$ cat src/rtl/pc_sequencer.sv
// Program-counter sequencer: sequential fetch, jump, PC-relative branch,
// call/return through an external return-address stack, stall and halt.
//
// state     | meaning
// ----------+-------------------------------------------------------------
// ST_RUN    | normal fetch; one request serviced per cycle by priority
// ST_RET_WAIT | pop strobe high; stack presents jl, PC loads it next edge
// ST_HALT   | PC frozen, no stack traffic, waits for resume
module pc_sequencer #(
  parameter int                ADDR_W      = 16,
  parameter logic [ADDR_W-1:0] RESET_ADDR  = '0,
  parameter int                STACK_DEPTH = 32
) (
  input  logic              sys_clock,
  input  logic              reset,
  input  logic              stall,
  input  logic              jump,
  input  logic [ADDR_W-1:0] jump_target,
  input  logic              branch,
  input  logic              branch_taken,
  input  logic [ADDR_W-1:0] branch_offset,
  input  logic              call,
  input  logic              ret,
  input  logic [31:0]       jl,
  input  logic              halt_req,
  input  logic              resume,
  output logic [ADDR_W-1:0] end_atual,
  output logic              push,
  output logic              pop,
  output logic              halted,
  output logic [5:0]        depth,
  output logic              stack_err
);

  typedef enum logic [1:0] {
    ST_RUN      = 2'd0,
    ST_RET_WAIT = 2'd1,
    ST_HALT     = 2'd2
  } state_t;

  localparam logic [5:0] DEPTH_MAX = 6'(STACK_DEPTH);

  state_t            state;
  state_t            state_nxt;
  logic [ADDR_W-1:0] pc_nxt;
  logic [ADDR_W-1:0] pc_inc;
  logic [ADDR_W-1:0] pc_branch;
  logic [5:0]        depth_nxt;
  logic              pop_nxt;
  logic              err_nxt;
  logic              stack_empty;
  logic              stack_full;

  // Only the low ADDR_W bits of the popped word carry the return address.
  generate
    if (ADDR_W < 32) begin : g_jl_unused
      logic unused_jl_hi;
      assign unused_jl_hi = ^jl[31:ADDR_W];
    end
  endgenerate

  // Both sums wrap modulo 2^ADDR_W; the offset is two's complement, so a
  // plain add of equal-width operands gives the signed result.
  assign pc_inc      = end_atual + ADDR_W'(1);
  assign pc_branch   = pc_inc + branch_offset;
  assign stack_empty = (depth == 6'd0);
  assign stack_full  = (depth == DEPTH_MAX);
  assign halted      = (state == ST_HALT);

  // Next-state, next-PC and strobe decode; push is combinational so the
  // stack can capture end_atual+1 on the falling edge of this same cycle.
  always_comb begin
    state_nxt = state;
    pc_nxt    = end_atual;
    depth_nxt = depth;
    pop_nxt   = 1'b0;
    err_nxt   = stack_err;
    push      = 1'b0;
    unique case (state)
      ST_RUN: begin
        if (halt_req) begin
          state_nxt = ST_HALT;
        end else if (stall) begin
          pc_nxt = end_atual;
        end else if (ret) begin
          if (stack_empty) begin
            err_nxt = 1'b1;
            pc_nxt  = pc_inc;
          end else begin
            pop_nxt   = 1'b1;
            state_nxt = ST_RET_WAIT;
          end
        end else if (call) begin
          if (stack_full) begin
            err_nxt = 1'b1;
            pc_nxt  = pc_inc;
          end else begin
            push      = 1'b1;
            depth_nxt = depth + 6'd1;
            pc_nxt    = jump_target;
          end
        end else if (jump) begin
          pc_nxt = jump_target;
        end else if (branch && branch_taken) begin
          pc_nxt = pc_branch;
        end else begin
          pc_nxt = pc_inc;
        end
      end
      ST_RET_WAIT: begin
        pc_nxt    = jl[ADDR_W-1:0];
        depth_nxt = depth - 6'd1;
        state_nxt = ST_RUN;
      end
      ST_HALT: begin
        if (resume) begin
          state_nxt = ST_RUN;
        end
      end
      default: begin
        state_nxt = ST_RUN;
      end
    endcase
    // A push during reset would corrupt a stack that is about to be
    // considered empty.
    if (reset) begin
      push = 1'b0;
    end
  end

  // State, PC, occupancy and flag registers with synchronous reset.
  always_ff @(posedge sys_clock) begin
    if (reset) begin
      state     <= ST_RUN;
      end_atual <= RESET_ADDR;
      depth     <= 6'd0;
      pop       <= 1'b0;
      stack_err <= 1'b0;
    end else begin
      state     <= state_nxt;
      end_atual <= pc_nxt;
      depth     <= depth_nxt;
      pop       <= pop_nxt;
      stack_err <= err_nxt;
    end
  end

endmodule

$ cat config.mk
export PLATFORM = sky130hd
export DESIGN_NAME = pc_sequencer
export DESIGN_NICKNAME = d
export VERILOG_FILES = /design/src/rtl/pc_sequencer.sv
export SDC_FILE = /design/constraint.sdc
export NUM_CORES = 1
export LEC_CHECK = 0
export CORE_MARGIN = 10
export CORE_UTILIZATION = 25
export CTS_BUF_LIST = sky130_fd_sc_hd__clkbuf_4
export CTS_CLUSTER_DIAMETER = 120
export DETAILED_ROUTE_END_ITERATION = 12
export GPL_ROUTABILITY_DRIVEN = 0
export PLACE_DENSITY_LB_ADDON = 0.05
export SETUP_SLACK_MARGIN = 0.5
export SKIP_LAST_GASP = 1
export SLEW_MARGIN = 20
export SYNTH_ARGS = -nofsm -noshare
export SYNTH_HDL_FRONTEND = slang
export SYNTH_SLANG_ARGS = --single-unit
$ cat constraint.sdc
create_clock -name sys_clock -period 3.4 [get_ports sys_clock]
set_clock_uncertainty 0.15 [all_clocks]
set_input_delay 0.68 -clock sys_clock [delete_from_list [all_inputs] [get_ports sys_clock]]
set_output_delay 0.68 -clock sys_clock [all_outputs]
set_load 0.1 [all_outputs]
Word level (Yosys, flattened, before mapping)

Cells that the tools add are included.

Flip-flop bits (word level): 26
Input bits: 74
Output and inout bits: 26
Logic and storage cells: 71

Add/subtract/negate cells: 4
Eq/ne operators: 14
Mux-type cells: 33
Bitwise operators: 4
Reductions and logical operators: 11

Operators by type and width:

| operator              | number |
|---|---|
| $mux 16               | 8 |
| $pmux 16 s2           | 1 |
| $mux 6                | 5 |
| $add 16x1->16 const B | 1 |
| $add 16x16->16        | 1 |
| $mux 1                | 12 |
| $ne 2x2->1 const B    | 6 |
| $ne 3x3->1 const B    | 4 |
| $pmux 6 s2            | 1 |
| $reduce_and 6->1      | 2 |
| $mux 2                | 5 |
| $reduce_and 4->1      | 2 |
| $add 6x1->6 const B   | 1 |
| $eq 6x6->1 const B    | 1 |
| $logic_not 6->1       | 1 |
| $reduce_bool 2->1     | 3 |
| $sub 6x1->6 const B   | 1 |
| $reduce_or 5->1       | 1 |
| $not 1->1             | 4 |
| $pmux 2 s2            | 1 |
| $eq 2x1->1 const B    | 1 |
| $eq 2x2->1 const B    | 1 |
| $logic_not 2->1       | 1 |
| $ne 2x1->1 const B    | 1 |
| $logic_and 1x1->1     | 1 |

Logic depth before layout (Yosys ltp)

Depth in word-level cells: 9
Gate-level depth with buffers: 13
Depth with buffers taken out: 13

Worst setup path after synthesis

OpenSTA, ideal clock, no wires.

Path type: register to output
Start: register depth[1]
End: output push
Arrival: 4.701 ns
Required time: 2.570 ns
Slack: -2.131 ns
Stages on the path, launching flop included: 6
Cells stage by stage: dfxtp_1 -> or4_4 -> nor3b_4 -> or2_2 -> buf_6 -> nor4_1

Longest elaborated chain between the ends: 8

Ends and longest elaborated chain:

| element                | line | source |
|---|---|---|
| from (decl)            | 31   | `output logic [5:0] depth,` |
| from (signal assigned) | 142  | `depth <= depth_nxt;` |
| $eq 6x6->1             | 67   | `assign stack_full = (depth == DEPTH_MAX);` |
| $mux 1                 | 94   | `if (stack_full) begin` |
| $mux 1                 | 93   | `end else if (call) begin` |
| $mux 1                 | 85   | `end else if (ret) begin` |
| $mux 1                 | 83   | `end else if (stall) begin` |
| $mux 1                 | 81   | `if (halt_req) begin` |
| $mux 1                 | 79   | `unique case (state)` |
| $mux 1                 | 126  | `if (reset) begin` |
| to (decl)              | 28   | `output logic push,` |

Every way passes these cells.

Worst setup path in the final report

Start: register end_atual[4]
End: register end_atual[15]

Longest elaborated chain between the ends: 9
Elaborated cells between the ends (all ways): 11
Those cells by class: add/sub: 2; mux: 9

Ends and longest elaborated chain:

| element                | line | source |
|---|---|---|
| from (decl)            | 27   | `output logic [ADDR_W-1:0] end_atual,` |
| from (signal assigned) | 141  | `end_atual <= pc_nxt;` |
| $add 16x1->16 *        | 64   | `assign pc_inc = end_atual + ADDR_W'(1);` |
| $add 16x16->16         | 65   | `assign pc_branch = pc_inc + branch_offset;` |
| $mux 16                | 104  | `end else if (branch && branch_taken) begin` |
| $mux 16                | 102  | `end else if (jump) begin` |
| $mux 16                | 93   |  |
| $mux 16 *              | 85   |  |
| $mux 16 *              | 83   |  |
| $mux 16 *              | 81   |  |
| $pmux 16 s2 *          | 79   |  |

Mark *: on every way between the ends. The rest lies on a longest branch, timed or not. The select of a mux whose other input is x is not followed.
A chain may end at the register's enable or synchronous reset.

==> results.txt <==
----------------------------------------------------
[Status]
  Status ... complete, no violations

[Setup path]
  Cells on worst reg2reg path ... 12
  Largest stage delay on the critical path ... 0.39 ns
  CP Data Arrival Time ... 3.08 ns
  Worst setup EP type ... flop
  Launching element of the worst setup path ... end_atual[4]
  Nature of the critical path startpoint ... flop
  RR Endpoint ... end_atual[15]
  Cell occurring most often along the worst timing path ... and4_4
  Sequence of cells on the critical path ... and4_4, nand4_1, buf_6, nor3_4, xor2_2, ha_1, and4_4, a221oi_4, nand3_1, a21oi_2, mux2i_1, or3_1
  Reg-to-Reg Start ... end_atual[4]
  Highest fanout seen on the critical path ... 4
  Worst setup endpoint ... end_atual[15]
  Required time reported for the critical path endpoint ... 3.50 ns
  Crit-path slowest cell ... dfxtp_4
  Minimum setup slack among reg-to-reg paths ... 0.42 ns
  Worst setup path class ... reg -> reg

[STA]
  Actual transition at the worst max-transition pin ... 0.569 ns
  Sum of negative setup slack ... 0 ns
  RSZ-0062 raised after global routing ... yes
  Number of endpoints with negative hold slack in the final report ... 0
  Post-layout minimum cycle time ... 2.98 ns
  Count of endpoints failing setup in the final report ... 0
  Final critical-path share of the clock period ... 87.7%
  Pins over their slew limit ... 0
  Maximum operating frequency ... 335 MHz
  Worst Hold Slack ... 0.364 ns
  Headroom to the max-slew limit ... 61.9%

[Drt]
  Routed via count ... 3,518
  Routed wire length ... 12.7 mm
  Avg Vias per Cell ... 5.20
  Remaining routing DRC violations ... 0
  Antenna-violating nets left ... 0
  Detailed-routing iteration count for the pre-antenna-repair pass ... 4
  Detail-routed net length per standard cell ... 18.7 µm
  Starting DRC count in detailed routing ... 199

[Final layout]
  Most common cell after layout, fill and taps aside ... buf_4
  Layout-stage area growth over the synthesis result ... 53.9%
  Share of layout cells above drive strength 1 ... 28.7%
  Filler cell count ... 1,236
  Commonest non-fill, non-tap cells in the layout ... buf_4 (73), clkdlybuf4s50_1 (57), nor2_1 (50), nand2_1 (31), a21oi_1 (31)
  Count of inserted antenna diode cells ... 0
  Net count, final ... 634
  Seq. cell area ... 574 µm²
  Post-layout utilization of the core ... 39.9%
  Area used by multi-input combinational logic ... 2620 µm²

[Yosys]
  Gate count after technology mapping ... 414
  Flip-flop and latch count after synthesis ... 26
  Number of synthesized flops with an enable pin ... 0
  Seq/Total Area, Yosys ... 17.4%
  Leading cell types by total area after synthesis ... dfxtp_1 (17%), ha_1 (10%), a21oi_1 (6.9%)
  Average instance area after synthesis ... 7.24 µm²
  Ys async rst share ... 0%
  Cell type with the largest total area after synthesis ... dfxtp_1
  Primary flip-flop cell chosen by synthesis mapping ... dfxtp_1
  Netlist area before placement ... 3000 µm²
  Syn_nets ... 514
  Count of cell types in the netlist ... 61
  Area fraction of the dominant cell type after synthesis ... 17.4%
  Total number of yosys warnings ... 0

[Min path]
  Hold wc startpoint ... stack_err
  Type of the worst min-delay path ... reg -> reg

[Global routing]
  Number of antenna violations at the first check in global routing ... 0
  Aggregate global-route resource usage ... 14.7%
  Pin count of the biggest net entering global routing ... 31
  Global-route wire length before repair ... 19.7 mm
  Number of global-route vias before repair ... 3,520
  Remaining global-route overflow ... 0

[CTS]
  Htree depth ... 1
  Clock sinks ... 26
  Maximum clock path buffer count ... 2
  Clk root buf ... clkbuf_4
  Cts-stage hold buffer count ... 0
  Clock-pin slew of the registers on the worst-case setup and hold paths ... 0.17 ns
  CTS tree ... built
  Clock latency reported for the late side of the worst-skew pair ... 0.34 ns
  Total CTS buffers ... 3

[Power]
  Switch Pwr ... 491 µW
  Part of the power in registers ... 30.1%
  Portion of total power attributed to combinational logic ... 55.0%
  Total Power Consumption ... 1.12 mW
  Power per Cell Area ... 243 nW/µm²
  Switching power share of the total ... 43.9%
  Internal power summed over all cells ... 629 µW
  Leak pwr ... 1.94 nW
  Clock network power share ... 14.9%
  Maximum VDD drop ... 0.000164 V

[Placement]
  Buffers added on ports ... 83
  Final HPWL from detailed placement ... 9.93 mm

[Floorplan]
  Row Count ... 39
  Die width ... 129 µm
  Height of the die ... 129 µm
  Num ports ... 100
  Overall die area ... 16,800 µm²
  Placeable core region ... 11,600 µm²
  Effective utilization at floorplan ... 25.9%

[Flow run]
  Number of max-capacitance violations reported ... 0

----------------------------------------------------
[layer usage]
| metal | GRT usage, % | vias up | routed length, µm |
|---|---|---|---|
| met3 | 3.02 | 6 | 775 |
| met4 | 2.45 | 0 | 98 |
| met1 | 19.8 | 1651 | 5830 |
| met2 | 24.2 | 97 | 5960 |
| li1 | - | 1764 | - |
| met5 | 0 | - | 0 |
[cell usage after synthesis, types with 7 or more instances]
master / instances
o21ai_0: 29
nor3_1: 17
ha_1: 24
nor2_1: 54
nand3_1: 20
inv_1: 14
xnor2_1: 18
nand2_1: 31
xor2_1: 11
dfxtp_1: 26
a21o_1: 9
a21oi_1: 41
nand2b_1: 7
clkbuf_1: 9
[layout make-up]
cell class                 instances  share of cell area [%]
multi-input combinational        356                    56.8
timing repair buffer             132                    24.9
tap                              143                    3.88
clock buffer                       4                   0.651
inverter                          15                    1.30
sequential                        26                    12.5
[cells by family after synthesis]
family / after synthesis / share of synthesized area [%]
buf+inv: 32 / 4.68
flops: 26 / 17.4
compound gates: 132 / 29.4
simple gates: 162 / 26.3
mux: 7 / 2.38
xor+xnor: 29 / 8.48
fa+ha+maj: 26 / 11.4
[power by group through the flow]
stage | registers (mW) | clock network (mW) | logic (mW)
2_1_floorplan | 0.443 | 0 | 0.251
3_3_place_gp | 0.346 | 0 | 0.556
3_5_place_dp | 0.346 | 0 | 0.555
4_1_cts | 0.338 | 0.171 | 0.596
5_1_grt | 0.341 | 0.186 | 0.665
6_report | 0.338 | 0.166 | 0.616
[worst max-delay path: cells and delay by family (launching register included)]
kind	cells	cell delay, ns
and+or+nand+nor	6	1.09
AOI/OAI and AO/OA	2	0.44
DFF	1	0.39
adders and majority gates	1	0.31
xor gates and xnor gates	1	0.27
buffers and inverters	1	0.15
muxes	1	0.09
[sequential cells by signal (all words and copies together) (netlist names)]
name	flops
depth	6
state	2
end_atual	16
pop	1
stack_err	1
[worst min-delay path by stage]
stage,slack [ns],cells after the start,to
after floorplan,0.31,1,state[1]
final,0.36,2,stack_err
after global routing,0.42,1,state[1]
after detailed placement,0.32,2,stack_err
after global placement,0.32,2,stack_err
after CTS,0.38,2,stack_err
[stage by stage]
step	instances	setup slack [ns]	area (µm²)
CTS	670	0.448	4490
detailed placement	654	0.0407	4210
floorplan	414	0.177	3110
global placement	654	0.0519	4210
finish	676	0.419	4610
global route	676	0.276	4610
[repair_timing]
item                       in CTS  in global routing
setup buffers                  12                  6
setup endpoints to repair      11                 12
gates cloned                    0                  0
gates resized for setup        31                 17
pin swaps                      19                  6
Power figures use the tool's default switching activity.
